`config.mk`:
```
export PLATFORM = sky130hd
export DESIGN_NAME = fp_norm_shift
export DESIGN_NICKNAME = d
export VERILOG_FILES = /design/src/rtl/fp_norm_shift.sv
export SDC_FILE = /design/constraint.sdc
export NUM_CORES = 1
export LEC_CHECK = 0
export CORE_ASPECT_RATIO = 1.75
export CORE_UTILIZATION = 64
export DETAILED_ROUTE_END_ITERATION = 8
export DONT_BUFFER_PORTS = 1
export PLACE_DENSITY_LB_ADDON = 0.1
export SLEW_MARGIN = 10
export SYNTH_ARGS = -nofsm -noshare
export SYNTH_HDL_FRONTEND = slang
export SYNTH_SLANG_ARGS = --single-unit
```
`constraint.sdc`:
```
create_clock -name clock -period 4.2 [get_ports clock]
set_clock_uncertainty 0.2 [all_clocks]
set_input_delay 0.42 -clock clock [delete_from_list [all_inputs] [get_ports clock]]
set_output_delay 0.42 -clock clock [all_outputs]
set_load 0.01 [all_outputs]
```
`src/rtl/fp_norm_shift.sv`:
```
// Two-stage pipelined significand normalizer: shifts the leading one to bit SIG_W-1,
// adjusts the exponent, clamps to denormal on exponent underflow and flags zero/bad counts.
module fp_norm_shift #(
    parameter int SIG_W = 23,
    parameter int EXP_W = 8,
    parameter int LZC_W = 5
) (
    input  logic             clock,
    input  logic             reset,
    input  logic             flush,
    input  logic             in_valid,
    output logic             in_ready,
    input  logic [SIG_W-1:0] in_sig,
    input  logic [EXP_W-1:0] in_exp,
    input  logic [LZC_W-1:0] in_lzc,
    output logic             out_valid,
    input  logic             out_ready,
    output logic [SIG_W-1:0] out_sig,
    output logic [EXP_W-1:0] out_exp,
    output logic             out_zero,
    output logic             out_denorm,
    output logic             out_lzc_err
);

    localparam int CMP_W = (EXP_W > LZC_W) ? EXP_W : LZC_W;
    localparam logic [LZC_W-1:0] LZC_MAX = LZC_W'(SIG_W - 1);

    logic             s1_valid, s2_valid;
    logic             s1_adv, s2_adv;
    logic [SIG_W-1:0] s1_sig, s2_sig;
    logic [EXP_W-1:0] s1_exp, s2_exp;
    logic [LZC_W-1:0] s1_shamt;
    logic             s1_zero, s1_denorm, s1_err;
    logic             s2_zero, s2_denorm, s2_err;

    logic [LZC_W-1:0] lzc_c;
    logic [CMP_W-1:0] exp_x, lzc_x;
    logic             zero_d, denorm_d, err_d;
    logic [LZC_W-1:0] shamt_d;
    logic [EXP_W-1:0] exp_d;
    logic [SIG_W-1:0] sig_n;

    assign s2_adv   = !s2_valid || out_ready;
    assign s1_adv   = !s1_valid || s2_adv;
    assign in_ready = s1_adv;

    // Comparisons are done at a common width so neither field is truncated.
    always_comb begin
        lzc_c    = (in_lzc > LZC_MAX) ? LZC_MAX : in_lzc;
        exp_x    = CMP_W'(in_exp);
        lzc_x    = CMP_W'(lzc_c);
        zero_d   = (in_sig == '0);
        denorm_d = !zero_d && (exp_x <= lzc_x);
        shamt_d  = denorm_d ? LZC_W'(exp_x) : lzc_c;
        exp_d    = (zero_d || denorm_d) ? '0 : (in_exp - EXP_W'(lzc_x));
        err_d    = !zero_d && ((in_lzc > LZC_MAX) ||
                   ((in_sig >> (LZC_MAX - lzc_c)) != SIG_W'(1)));
    end

    always_comb begin
        sig_n = s1_zero ? '0 : (s1_sig << s1_shamt);
    end

    always_ff @(posedge clock) begin
        if (!reset) begin
            s1_valid  <= 1'b0;
            s1_sig    <= '0;
            s1_exp    <= '0;
            s1_shamt  <= '0;
            s1_zero   <= 1'b0;
            s1_denorm <= 1'b0;
            s1_err    <= 1'b0;
            s2_valid  <= 1'b0;
            s2_sig    <= '0;
            s2_exp    <= '0;
            s2_zero   <= 1'b0;
            s2_denorm <= 1'b0;
            s2_err    <= 1'b0;
        end else if (flush) begin
            s1_valid <= 1'b0;
            s2_valid <= 1'b0;
        end else begin
            if (s2_adv) begin
                s2_valid <= s1_valid;
                if (s1_valid) begin
                    s2_sig    <= sig_n;
                    s2_exp    <= s1_exp;
                    s2_zero   <= s1_zero;
                    s2_denorm <= s1_denorm;
                    s2_err    <= s1_err;
                end
            end
            if (s1_adv) begin
                s1_valid <= in_valid;
                if (in_valid) begin
                    s1_sig    <= in_sig;
                    s1_exp    <= exp_d;
                    s1_shamt  <= shamt_d;
                    s1_zero   <= zero_d;
                    s1_denorm <= denorm_d;
                    s1_err    <= err_d;
                end
            end
        end
    end

    assign out_valid   = s2_valid;
    assign out_sig     = s2_sig;
    assign out_exp     = s2_exp;
    assign out_zero    = s2_zero;
    assign out_denorm  = s2_denorm;
    assign out_lzc_err = s2_err;

endmodule
```
==> results_tabular.tex <==
\begin{tabular}{lr}
\hline
Metric & Value \\
\hline
\multicolumn{2}{l}{\textbf{Run status}} \\
Outcome & finished clean \\
\multicolumn{2}{l}{\textbf{Final layout}} \\
Layout cell share with drive strength beyond 1 & 11.55\% \\
N\_diodes & 0 \\
Net count of the finished layout & 597 \\
Growth of design area from synthesis to finish & 6.718\% \\
Cell area after layout & 5049 um2 \\
Final Instance Count excl. Fillers & 640 \\
\multicolumn{2}{l}{\textbf{Power}} \\
Maximum vdd drop & 189.6 uV \\
Total leakage power & 1.706 nW \\
Total power density per cell area & 362.3 nW/um2 \\
\multicolumn{2}{l}{\textbf{Worst setup path}} \\
Endpoint required time on the critical path & 4240 ps \\
Cell with the biggest individual delay on the critical path & or4b\_1 \\
Reg2reg path depth & 7 \\
Arrival @ worst endpoint & 3060 ps \\
Worst setup SP type & input port \\
CP endpoint kind & flip-flop \\
Setup slack, reg-to-reg & 1360 ps \\
Cell Chain, Critical Path & inv\_2 > o21ai\_4 > inv\_2 > ha\_1 > fa\_1 > inv\_1 > o21ai\_0 > a21oi\_2 > a21oi\_1 > or2\_1 > or4b\_1 > a21oi\_1 \\
Path type of the worst setup path & in -> reg \\
Max FO, Critical Path & 10 \\
Biggest cell delay along the critical path & 530 ps \\
\multicolumn{2}{l}{\textbf{STA}} \\
Final Critical Period & 3017 ps \\
Max\_slew headroom & 24.79\% \\
Final worst-path cycle share & 71.84\% \\
Final hold viol count & 0 \\
Pin slew with the least headroom to its limit & 1126 ps \\
Highest achievable clock rate & 0.3314 GHz \\
Total negative slack for setup checks & 0 ps \\
Slew Viols, Final & 0 \\
RSZ-0062 raised after global routing & false \\
Finish-stage setup viols & 0 \\
Final Worst Setup Slack & 1183 ps \\
Hold Worst Slack & 20.04 ps \\
\multicolumn{2}{l}{\textbf{Detailed routing}} \\
Final antenna-violating net count & 0 \\
Drt drc & 0 \\
Via density per instance & 6.494 \\
Vias after detailed routing & 4,156 \\
Total iterations of the first detailed-routing run & 4 \\
Total wire length after detailed routing & 12,070 um \\
Wire length per cell & 18.86 um \\
DRC marker count from the first detailed-route iteration & 213 \\
\multicolumn{2}{l}{\textbf{Yosys}} \\
Async S/R FF share, synth & 0\% \\
Distinct cell type count after synthesis & 63 \\
Most numerous cell in the Yosys netlist & nand2\_1 \\
Biggest area consumer among synthesized cells & dfxtp\_1 \\
Fraction of the mapped netlist area in adder cells & 1.746\% \\
Flops \& latches, synth & 75 \\
Share of the synthesized area in the top cell type & 31.74\% \\
Mux contribution to synthesized area & 18.75\% \\
Number of enable-type register cells in the synthesized netlist & 0 \\
Syn Area/Cell & 8.329 um2 \\
Main combinational cell family by area after synthesis & simple AND/OR/NAND/NOR gates \\
Prevailing post-synth register cell & dfxtp\_1 \\
Number of nets in the synthesized netlist & 615 \\
Synth warn & 0 \\
Area of the mapped netlist & 4731 um2 \\
Synth cell count leaders & 94 x nand2\_1, 75 x dfxtp\_1, 61 x a21oi\_1 \\
Synth top area cells & dfxtp\_1 32\%, mux4\_2 9.5\%, mux2i\_1 8.0\% \\
Number of instances in the synthesized netlist & 568 \\
Post-synthesis sequential area ratio & 31.74\% \\
Area share of xor/xnor cells in the synthesized design & 1.666\% \\
Simple-gate share of the synthesized area & 20.76\% \\
Fraction of the mapped netlist area in compound gates & 20.74\% \\
\multicolumn{2}{l}{\textbf{Placement}} \\
Worst setup slack before clock tree synthesis & 860.5 ps \\
Cell Count Post-Placement & 624 \\
RD Place Congestion & 0.9338 \\
IO Port Bufs & 0 \\
Post-DP Area & 4745 um2 \\
Half-perimeter wire length after placement & 9039 um \\
\multicolumn{2}{l}{\textbf{Floorplan}} \\
Overall die height & 115.7 um \\
Die area & 7753 um2 \\
Number of placement rows & 41 \\
Width of the die & 66.99 um \\
Initial core utilization & 65.87\% \\
Core area & 7182 um2 \\
Num ports & 77 \\
\multicolumn{2}{l}{\textbf{Clock tree}} \\
Post-cts resize count & 0 \\
Maximum level of the CTS H-tree & 3 \\
Number of clock sinks & 75 \\
Worst-Skew Late Latency & 330 ps \\
CTS tree & done \\
Hold buffer count at cts & 0 \\
Number of setup buffers added after CTS & 0 \\
Largest buffer count on any clock path & 2 \\
Post-CTS clock slew at the launch and capture registers of the worst setup and hold paths & 60 ps \\
CTS buffer count & 9 \\
Root buffer selected by CTS & clkbuf\_16 \\
\multicolumn{2}{l}{\textbf{Global route}} \\
Global-route wire length before repair & 18,880 um \\
Antenna violations before repair & 0 \\
Remaining global-route overflow & 0 \\
Vias in the first global route & 3,922 \\
GRT Total Usage & 32.52\% \\
Maximum number of pins on one net before global-route repair & 43 \\
\multicolumn{2}{l}{\textbf{Worst hold path}} \\
Class of the tightest hold or removal check & in -> reg \\
Number of stages on the worst hold path & 2 \\
\multicolumn{2}{l}{\textbf{Flow run}} \\
Number of max-cap violations & 0 \\
\hline
\end{tabular}
area by class of cell:
cell class                      instances  area, um2
Multi-Input combinational cell        439       3012
Fill cell                             591       2133
Sequential cell                        75       1501
Clock buffer                           11      242.7
Tap cell                               86      107.6
Timing Repair Buffer                   10      77.57
Inverter                               15      56.30
Clock inverter                          4      51.30
through the flow:
step | total power, mW | utilization [%]
after floorplan | 1.024 | -
after global placement | 1.078 | 66.06
after detailed placement | 1.085 | 66.06
after CTS | 1.829 | 70.16
after global routing | 1.897 | 70.30
final | 1.829 | 70.30
cells by family (layout without fill, tap and decap cells):
group,Yosys count,in the layout
AO/OA/AOI/OAI,147,147
AND/OR/NAND/NOR,214,214
adder cells (fa/ha/maj),6,6
XOR/XNOR,9,9
buffers and inverters,54,40
flip-flops,75,75
multiplexers,63,63
power breakdown:
| group | total, mW | switching [mW] | internal, mW |
|---|---|---|---|
| combinational | 0.305 | 0.166 | 0.139 |
| sequential | 0.772 | 0.0371 | 0.735 |
| clock | 0.753 | 0.281 | 0.472 |
worst max-delay path: cells and delay by family:
kind | cells | cell delay, ps
adders and majority gates | 2 | 640
and+or+nand+nor | 2 | 810
AOI/OAI and AO/OA | 5 | 960
buffers and inverters | 3 | 230
flip-flops by register name, summed over array words and instances, names as in the netlist:
register,cells
s1_valid,1
s1_zero,1
s1_denorm,1
out_valid,1
out_sig,23
s1_exp,8
out_exp,8
out_zero,1
s1_err,1
s1_sig,23
out_lzc_err,1
s1_shamt,5
out_denorm,1
placed cells by master (no fill, tap or decap), types with 7 or more instances in the layout:
master | Yosys | layout
a211oi_1 | 11 | 11
nand2_1 | 94 | 94
nor2b_1 | 9 | 9
clkbuf_16 | 0 | 9
or3_1 | 8 | 8
o22ai_1 | 8 | 8
nand2b_1 | 7 | 7
nor2_1 | 52 | 52
nor4_1 | 8 | 8
xnor2_1 | 7 | 7
inv_1 | 11 | 11
mux2i_1 | 38 | 38
mux4_2 | 20 | 20
a21oi_1 | 61 | 61
o21ai_0 | 10 | 10
a22oi_1 | 15 | 15
buf_4 | 0 | 9
dfxtp_1 | 75 | 75
nor3_1 | 11 | 11
routing by layer:
layer	GRT usage, %	vias up	part of all wire, %
met5	0	-	0
met4	19.86	0	4.7
met3	6.791	41	3.8
met2	57.44	120	54
met1	34.22	1965	38
li1	-	2030	-
worst paths after layout:
path	startpoint	endpoint
setup / recovery	in_lzc[4]	s1_exp[3]$_SDFFE_PN0P_
hold / removal	in_sig[17]	s1_sig[17]$_SDFFE_PN0P_
setup reg to reg	out_valid$_SDFFE_PP0P_	out_sig[3]$_SDFFE_PN0P_
hold reg to reg	s1_exp[1]$_SDFFE_PN0P_	s1_exp[1]$_SDFFE_PN0P_
Note: power is estimated with default switching activity, not from simulation.
